===== src/rtl/mem_stage_rx.sv =====
// Memory-access pipeline stage: waits for data-SRAM responses, aligns load data,
// drops responses owned by flushed bundles and hands completed bundles to WB.
module mem_stage_rx #(
  parameter int PASS_WD         = 67,
  parameter int ES_TO_MS_BUS_WD = 107 + PASS_WD,
  parameter int MS_TO_WS_BUS_WD = 70 + PASS_WD
) (
  input  logic                       clk,
  input  logic                       resetn,
  input  logic                       es_to_ms_valid,
  input  logic [ES_TO_MS_BUS_WD-1:0] es_to_ms_bus,
  output logic                       ms_allowin,
  input  logic                       ws_allowin,
  output logic                       ms_to_ws_valid,
  output logic [MS_TO_WS_BUS_WD-1:0] ms_to_ws_bus,
  input  logic                       flush,
  input  logic                       data_sram_data_ok,
  input  logic [31:0]                data_sram_rdata,
  output logic                       ms_fwd_valid,
  output logic [4:0]                 ms_fwd_dest,
  output logic [31:0]                ms_fwd_data,
  output logic                       ms_fwd_block
);

  localparam logic [1:0] EMPTY = 2'd0;
  localparam logic [1:0] WAIT  = 2'd1;
  localparam logic [1:0] READY = 2'd2;

  localparam logic [2:0] OP_LW  = 3'd0;
  localparam logic [2:0] OP_LB  = 3'd1;
  localparam logic [2:0] OP_LBU = 3'd2;
  localparam logic [2:0] OP_LH  = 3'd3;
  localparam logic [2:0] OP_LHU = 3'd4;
  localparam logic [2:0] OP_LWL = 3'd5;
  localparam logic [2:0] OP_LWR = 3'd6;

  logic                       ms_valid;
  logic [ES_TO_MS_BUS_WD-1:0] bus_r;
  logic [1:0]                 state;
  logic [31:0]                rdata_buf;
  logic [1:0]                 discard_cnt;

  logic [31:0]        pc;
  logic [31:0]        alu_result;
  logic [4:0]         dest;
  logic               gr_we;
  logic               is_load;
  logic [2:0]         load_op;
  logic [31:0]        rt_value;
  logic [PASS_WD-1:0] pass;

  assign pc         = bus_r[31:0];
  assign alu_result = bus_r[63:32];
  assign dest       = bus_r[68:64];
  assign gr_we      = bus_r[69];
  assign is_load    = bus_r[71];
  assign load_op    = bus_r[74:72];
  assign rt_value   = bus_r[106:75];
  assign pass       = bus_r[106+PASS_WD:107];

  logic ms_ready_go;
  logic accept;
  logic in_mem_req;
  logic drop_ok;
  logic wait_done;
  logic leaving;
  logic [1:0] pending_inc;
  logic [1:0] launch_inc;

  assign in_mem_req  = es_to_ms_bus[70];
  assign ms_ready_go = (state == READY);
  assign ms_allowin  = !ms_valid || (ms_ready_go && ws_allowin);
  assign accept      = es_to_ms_valid && ms_allowin && !flush;
  assign leaving     = ms_valid && ms_ready_go && ws_allowin;
  assign drop_ok     = data_sram_data_ok && (discard_cnt != 2'd0);
  assign wait_done   = data_sram_data_ok && (discard_cnt == 2'd0) && (state == WAIT);

  // A flushed WAIT whose response lands in the same cycle owes nothing further.
  assign pending_inc = {1'b0, (state == WAIT) && !wait_done};
  assign launch_inc  = {1'b0, es_to_ms_valid && ms_allowin && in_mem_req};

  always_ff @(posedge clk or negedge resetn) begin
    if (!resetn) begin
      ms_valid    <= 1'b0;
      bus_r       <= '0;
      state       <= EMPTY;
      rdata_buf   <= 32'd0;
      discard_cnt <= 2'd0;
    end else if (flush) begin
      ms_valid    <= 1'b0;
      state       <= EMPTY;
      discard_cnt <= discard_cnt + pending_inc + launch_inc - {1'b0, drop_ok};
    end else begin
      if (drop_ok) begin
        discard_cnt <= discard_cnt - 2'd1;
      end else if (wait_done) begin
        rdata_buf <= data_sram_rdata;
        state     <= READY;
      end
      if (ms_allowin) begin
        ms_valid <= es_to_ms_valid;
      end
      if (accept) begin
        bus_r <= es_to_ms_bus;
        state <= in_mem_req ? WAIT : READY;
      end else if (leaving) begin
        state <= EMPTY;
      end
    end
  end

  logic [31:0] load_data;
  logic [31:0] final_result;
  logic [7:0]  ld_byte;
  logic [15:0] ld_half;

  always_comb begin
    ld_byte   = rdata_buf[7:0];
    ld_half   = alu_result[1] ? rdata_buf[31:16] : rdata_buf[15:0];
    load_data = rdata_buf;
    case (alu_result[1:0])
      2'd0:    ld_byte = rdata_buf[7:0];
      2'd1:    ld_byte = rdata_buf[15:8];
      2'd2:    ld_byte = rdata_buf[23:16];
      default: ld_byte = rdata_buf[31:24];
    endcase
    case (load_op)
      OP_LW:  load_data = rdata_buf;
      OP_LB:  load_data = {{24{ld_byte[7]}}, ld_byte};
      OP_LBU: load_data = {24'd0, ld_byte};
      OP_LH:  load_data = {{16{ld_half[15]}}, ld_half};
      OP_LHU: load_data = {16'd0, ld_half};
      OP_LWL: begin
        case (alu_result[1:0])
          2'd0:    load_data = {rdata_buf[7:0],  rt_value[23:0]};
          2'd1:    load_data = {rdata_buf[15:0], rt_value[15:0]};
          2'd2:    load_data = {rdata_buf[23:0], rt_value[7:0]};
          default: load_data = rdata_buf;
        endcase
      end
      OP_LWR: begin
        case (alu_result[1:0])
          2'd0:    load_data = rdata_buf;
          2'd1:    load_data = {rt_value[31:24], rdata_buf[31:8]};
          2'd2:    load_data = {rt_value[31:16], rdata_buf[31:16]};
          default: load_data = {rt_value[31:8],  rdata_buf[31:24]};
        endcase
      end
      default: load_data = rdata_buf;
    endcase
    final_result = is_load ? load_data : alu_result;
  end

  assign ms_to_ws_valid = ms_valid && ms_ready_go && !flush;
  assign ms_to_ws_bus   = {pass, gr_we, dest, final_result, pc};

  assign ms_fwd_valid = ms_valid && gr_we;
  assign ms_fwd_dest  = dest;
  assign ms_fwd_data  = final_result;
  assign ms_fwd_block = ms_fwd_valid && is_load && (state != READY);

endmodule


===== config.mk =====
export PLATFORM = sky130hd
export DESIGN_NAME = mem_stage_rx
export DESIGN_NICKNAME = d
export VERILOG_FILES = /design/src/rtl/mem_stage_rx.sv
export SDC_FILE = /design/constraint.sdc
export NUM_CORES = 1
export LEC_CHECK = 0
export ABC_CLOCK_PERIOD_IN_PS = 3100
export BUFFER_PORTS_ARGS = -buffer_cell sky130_fd_sc_hd__buf_2
export CORE_AREA = 2 2 155 157
export CTS_CLUSTER_DIAMETER = 40
export DETAILED_ROUTE_END_ITERATION = 8
export DIE_AREA = 0 0 157 159
export HOLD_SLACK_MARGIN = 0.08
export PLACE_DENSITY_LB_ADDON = 0.08
export REMOVE_ABC_BUFFERS = 1
export SLEW_MARGIN = 30
export SYNTH_ARGS = -nofsm -noshare
export SYNTH_HDL_FRONTEND = slang
export SYNTH_SLANG_ARGS = --single-unit

===== constraint.sdc =====
create_clock -name clk -period 3.1 [get_ports clk]
set_input_delay 0.62 -clock clk [delete_from_list [all_inputs] [get_ports clk]]
set_output_delay 0.62 -clock clk [all_outputs]
set_load 0.01 [all_outputs]

==> metrics.csv, run 1 <==
metric,value,unit
dp_hpwl,22.71,mm
setup_viol,0,
synth_cells,918,
rr_endpoint,bus_r[84]$_DFFE_PN0P_,
clock_latency,510,ps
final_max_slew_viol_count,0,
drc,0,
tightest_slew,611.2,ps
ys_ff_latch,210,
p_leak,6.732,nW
cp_common_cell,buf_6,
drtAntennaViolNets,0,
fin_nets,1420,
clk_pin_slew_worst_paths,50,ps
wl_per_cell,20.07,µm
layout_commonest_cell,buf_2,
cp_data_arrival_time,2460,ps
drtIter0Drc,371,
p_total,11.74,mW
avgSynthCellArea,12.48,µm²
die_w,157,µm
pin_count,390,
synth-edff-count,0,
postPlaceCellArea,0.01265,mm²
status,"finished, final reports clean",
viasPerCell,5.269,
rows,56,
power.density,822.9,mW/mm²
fin_area,0.01427,mm²
hold_viol,0,
track_usage,24.74,%
reg2regPathDepth,6,
synthMuxAreaShare,27.08,%
grt_max_degree,78,
synth_warnings,0,
cp-end-kind,primary output,
synth_top_family_by_area,multiplexers,
h-tree-depth,2,
cts_root_buffer,clkbuf_16,
cp.required,2480,ps
clock_path_buffers,3,
slew_headroom,59.11,%
critPathMaxFanout,4,
ff2ff_setup_slack,850,ps
drv_cap,0,
ys.flop_type,dfrtp_1,
grt_pass1_vias,8402,
numCtsBuffers,38,
core_area,0.02319,mm²
hold_class,input pin to asynchronous set/reset pin,
antenna_found_initial,9,
max_freq,324.4,MHz
holdBufCountCts,0,
place_congestion,0.8503,
cts.sinks,210,
ys_types,54,
yosys.area_share.simple,3.374,%
syn2layout_area_growth,24.49,%
fin_skew,14.04,ps
startpoint_type,flip-flop,
die_area,0.02496,mm²
grt_pass1_wl,47.68,mm
cpPeakStageDelay,440,ps
die_y,159,µm
tritoncts,yes,
synth_xor_area_share,0.2293,%
start_util,49.41,%
syn_area,0.01146,mm²
critPathKind,flip-flop to primary output,
async_flop_share,100.0,%
routed_wl,31.24,mm
drive_above_1_share,54.75,%
cp_slowest_cell,dfrtp_2,
synth-compound-area-share,8.953,%
ys_seq_area_share,45.86,%
grt_setup_unrepaired,true,
final_cell_mix,"buf_2, dfrtp_1, mux2_2",
path_cells,"buf_6, buf_12, mux2_4, o21ba_4, nor3_4, buf_6, buf_6, a21oi_1, buf_2",
fin_crit,3082,ps
drt_pass1_iterations,4,
grt_overflow,0,
worst-path-buf-inv,5,
ir_worst_vdd,534.6,µV
cp.depth,9,
crit_family,buffers and inverters,
fin_crit_sh,99.42,%
vias,8204,
synthAdderAreaFrac,0.3931,%
r2r_start,state[0]$_DFFE_PN0P_,
portBuffers,389,
==> worst max-delay path by stage <==
| stage | from | to | slack, ps |
|---|---|---|---|
| finish | bus_r[33]$_DFFE_PN0P_ | ms_fwd_data[29] | 20 |
| global route | bus_r[33]$_DFFE_PN0P_ | ms_to_ws_bus[61] | -40 |
| CTS | bus_r[33]$_DFFE_PN0P_ | ms_to_ws_bus[43] | -4 |
| detailed placement | bus_r[33]$_DFFE_PN0P_ | ms_to_ws_bus[56] | 320 |
| global placement | bus_r[33]$_DFFE_PN0P_ | ms_fwd_data[24] | 350 |
| floorplan | ws_allowin | bus_r[100]$_DFFE_PN0P_ | -2900 |
==> power breakdown <==
group          internal (mW)  switching (mW)  total (mW)  leakage (nW)
Clock                   2.74            1.39        4.13         0.635
Combinational           1.83            1.86        3.69          3.58
Sequential              3.38           0.546        3.92          2.52
==> Yosys cell counts, types with 3 or more instances <==
cell | instances | area [µm²]
dfrtp_1 | 210 | 5255
buf_4 | 143 | 1074
mux2_2 | 125 | 1408
mux2_1 | 111 | 1250
a21oi_1 | 36 | 180.2
o22ai_1 | 33 | 206.5
nand2_1 | 24 | 90.09
o21ai_0 | 23 | 115.1
mux2i_1 | 22 | 220.2
buf_2 | 18 | 90.09
clkbuf_1 | 17 | 63.81
nor2_1 | 16 | 60.06
buf_8 | 13 | 195.2
inv_1 | 11 | 41.29
a221oi_1 | 10 | 87.58
mux4_2 | 10 | 225.2
a211oi_1 | 9 | 67.56
a22oi_1 | 9 | 67.56
o211a_1 | 7 | 70.07
o221ai_1 | 7 | 61.31
buf_12 | 6 | 120.1
nand4_1 | 6 | 37.54
o22a_1 | 6 | 52.55
and3_1 | 3 | 18.77
buf_6 | 3 | 33.78
nor2b_1 | 3 | 18.77
xnor2_1 | 3 | 26.28
==> worst reg2reg max path, stage by stage, from the launching register on <==
cell and delay, ps:
dfrtp_1 410, nand2b_2 230, o21ai_4 180, nor3b_4 290
buf_12 290, buf_4 350, mux2_2 390
==> what timing repair did <==
item	CTS	global route
cloned	1	1
pin swaps	3	3
resized for setup	24	13
endpoints found under the setup margin	52	54
buffers inserted	5	9
==> through the flow <==
stage	hold slack, ps	worst slack [ps]	std cells	util, %	TNS, ps
floorplan	324.4	-2904	718	-	-529080
global placement	461.9	349.7	1468	54.56	0
detailed placement	469.2	317.5	1468	54.56	0
CTS	111.5	-3.830	1540	60.84	-7.255
global route	128.1	-42.69	1554	61.48	-395.0
finish	73.94	17.85	1557	61.51	0
==> area by class of cell <==
cell class,count,area [µm²]
inverters,11,41.29
diodes,7,17.52
fillers,1914,8926
repair buffers,447,2566
multi-input cells,497,4693
clock inverters,15,186.4
well taps,319,399.1
clock buffers,51,1101
flip-flops and latches,210,5261
==> state kept, by name, summed over array words and instances, names as in the netlist <==
register     flops
ms_valid         1
rdata_buf       32
bus_r          173
state            2
discard_cnt      2
==> cells by family after synthesis <==
| kind of cell | after synthesis |
|---|---|
| mux | 268 |
| simple gates | 70 |
| compound gates | 153 |
| xor+xnor | 3 |
| flops | 210 |
| fa+ha+maj | 3 |
| buf+inv | 211 |
==> per-layer routing <==
metal / global-route usage (%) / part of all wire [%] / vias to the layer above
met2: 40.85 / 49 / 329
met1: 31.81 / 41 / 4017
li1: - / - / 3802
met4: 8.048 / 2.2 / 4
met5: 0 / 0.093 / -
met3: 6.233 / 7.6 / 52
Power figures use the tool's default switching activity.
==> run 2, diff against run 1 <==
==> constraint.sdc (replaced) <==
create_clock -name clk -period 3.1 [get_ports clk]
set_input_delay 0.155 -clock clk [delete_from_list [all_inputs] [get_ports clk]]
set_output_delay 0.155 -clock clk [all_outputs]
set_load 0.01 [all_outputs]
==> metrics.csv, run 2 (synthesized netlist as in run 1, its figures left out) <==
metric,value,unit
hold_viol,0,
die_w,157,µm
setup_ws,186.9,ps
p_total,11.32,mW
ff2ff_setup_slack,860,ps
vias,8948,
cp.required,2940,ps
reg.largest.list,"bus_r: 173 flops, rdata_buf: 32 flops",
portBuffers,389,
final_cell_mix,"buf_2, dlygate4sd3_1, dfrtp_1",
fillers,1766,
hp-start,ws_allowin,
grt_setup_unrepaired,false,
ff_latch_area,0.005260,mm²
fin_nets,1596,
critPathMaxFanout,18,
maxUsedRoutingLayer,met4,
start_util,49.41,%
grt_pass1_wl,52.66,mm
fin_area,0.01576,mm²
reg2regPathDepth,6,
fin_crit,2913,ps
routed_wl,33.60,mm
track_usage,26.91,%
status,"finished, final reports clean",
grt_pass1_vias,9610,
multi_input_area,0.004612,mm²
wl_per_cell,19.50,µm
power.density,718.7,mW/mm²
critPathKind,flip-flop to primary output,
drtIter0Drc,354,
postPlaceCellArea,0.01253,mm²
regMostFlops,bus_r,
cp.depth,6,
layout_commonest_cell,buf_2,
drv_cap,0,
cp_slowest_cell,dfrtp_1,
setup_viol,0,
wl_met3,1.968,mm
cts_root_buffer,clkbuf_16,
clock_path_buffers,3,
utilization,67.93,%
drive_above_1_share,44.66,%
final_max_slew_viol_count,0,
fin_crit_sh,93.97,%
core_area,0.02319,mm²
max_freq,343.3,MHz
p_leak,7.314,nW
rows,56,
rr_endpoint,bus_r[33]$_DFFE_PN0P_,
antenna_found_initial,0,
drt_pass1_iterations,5,
place_congestion,0.8509,
clock_latency,500,ps
drc,0,
crit_start,bus_r[74]$_DFFE_PN0P_,
slew_headroom,53.94,%
hold_class,input pin to flip-flop,
preCtsSetupSlack,550.9,ps
pin_count,390,
cts.sinks,210,
ir_worst_vdd,526.1,µV
cp-end-kind,primary output,
syn2layout_area_growth,37.48,%
met1_length,13.61,mm
drtAntennaViolNets,0,
diodes,0,
cpPeakStageDelay,670,ps
startpoint_type,flip-flop,
viasPerCell,5.193,
die_area,0.02496,mm²
tritoncts,yes,
grt_overflow,0,
worst-path-buf-inv,2,
h-tree-depth,2,
cp-endpoint,ms_to_ws_bus[47],
dp_hpwl,22.32,mm
die_y,159,µm
grt_max_degree,85,
largest_reg_flops,173,
cp_data_arrival_time,2760,ps
clk_pin_slew_worst_paths,60,ps
numCtsBuffers,34,
path_cells,"nand3b_1, buf_4, a211oi_1, a221oi_1, a21oi_1, buf_2",
r2r_start,state[0]$_DFFE_PN0P_,
wl_met2,17.10,mm
crit_family,flip-flops,
tightest_slew,690.8,ps
fin_skew,20.82,ps
-- run 2: power breakdown --
group	switching (mW)	internal [mW]	leakage, nW	total, mW
logic	1.80	1.81	4.25	3.62
registers	0.602	3.37	2.52	3.97
clock network	1.40	2.33	0.547	3.73
total	3.81	7.52	7.31	11.3
-- run 2: metrics by stage --
stage,hold slack (ps),cells,setup TNS (ps)
after CTS,100.2,1723,0
after global placement,202.4,1455,0
final,118.4,1723,0
after detailed placement,196.7,1455,0
after global routing,120.6,1723,0
after floorplan,-140.6,718,-484350
-- run 2: area by class of cell --
cell class                      instances  share of cell area, %
Sequential cell                       210                  33.39
Clock buffer                           38                  5.821
Multi-Input combinational cell        497                  29.27
Clock inverter                         21                  1.326
Timing Repair Buffer                  627                  27.40
Tap cell                              319                  2.533
Inverter                               11                 0.2621
-- run 2: timing repair --
action | CTS | global route
hold buffers | 209 | 0
setup endpoints to repair | 0 | 3
setup buffers | 0 | 0
resized for setup | 0 | 2
endpoints found under the hold margin | 290 | 0
-- run 2: layer usage --
layer	up-vias	global-route usage (%)
met4	0	8.757
li1	4123	-
met3	61	5.498
met2	333	47.47
met5	-	0
met1	4431	32.73
-- run 2: worst min-delay path by stage --
stage                                        to  cells past startpoint  slack, ps
after detailed placement  bus_r[12]$_DFFE_PN0P_                      1        200
final                      ms_valid$_DFFE_PN0P_                      4        120
after CTS                  ms_valid$_DFFE_PN0P_                      4        100
after global placement    bus_r[12]$_DFFE_PN0P_                      1        200
after floorplan            bus_r[0]$_DFFE_PN0P_                      0       -140
after global routing       ms_valid$_DFFE_PN0P_                      4        120
-- run 2: worst reg2reg max path, stage by stage, from the launching register on --
cell and delay [ps]:
dfrtp_1 420, nand2b_2 230, o21ai_4 180, nor3b_4 220
buf_4 260, buf_4 380, mux2_1 430
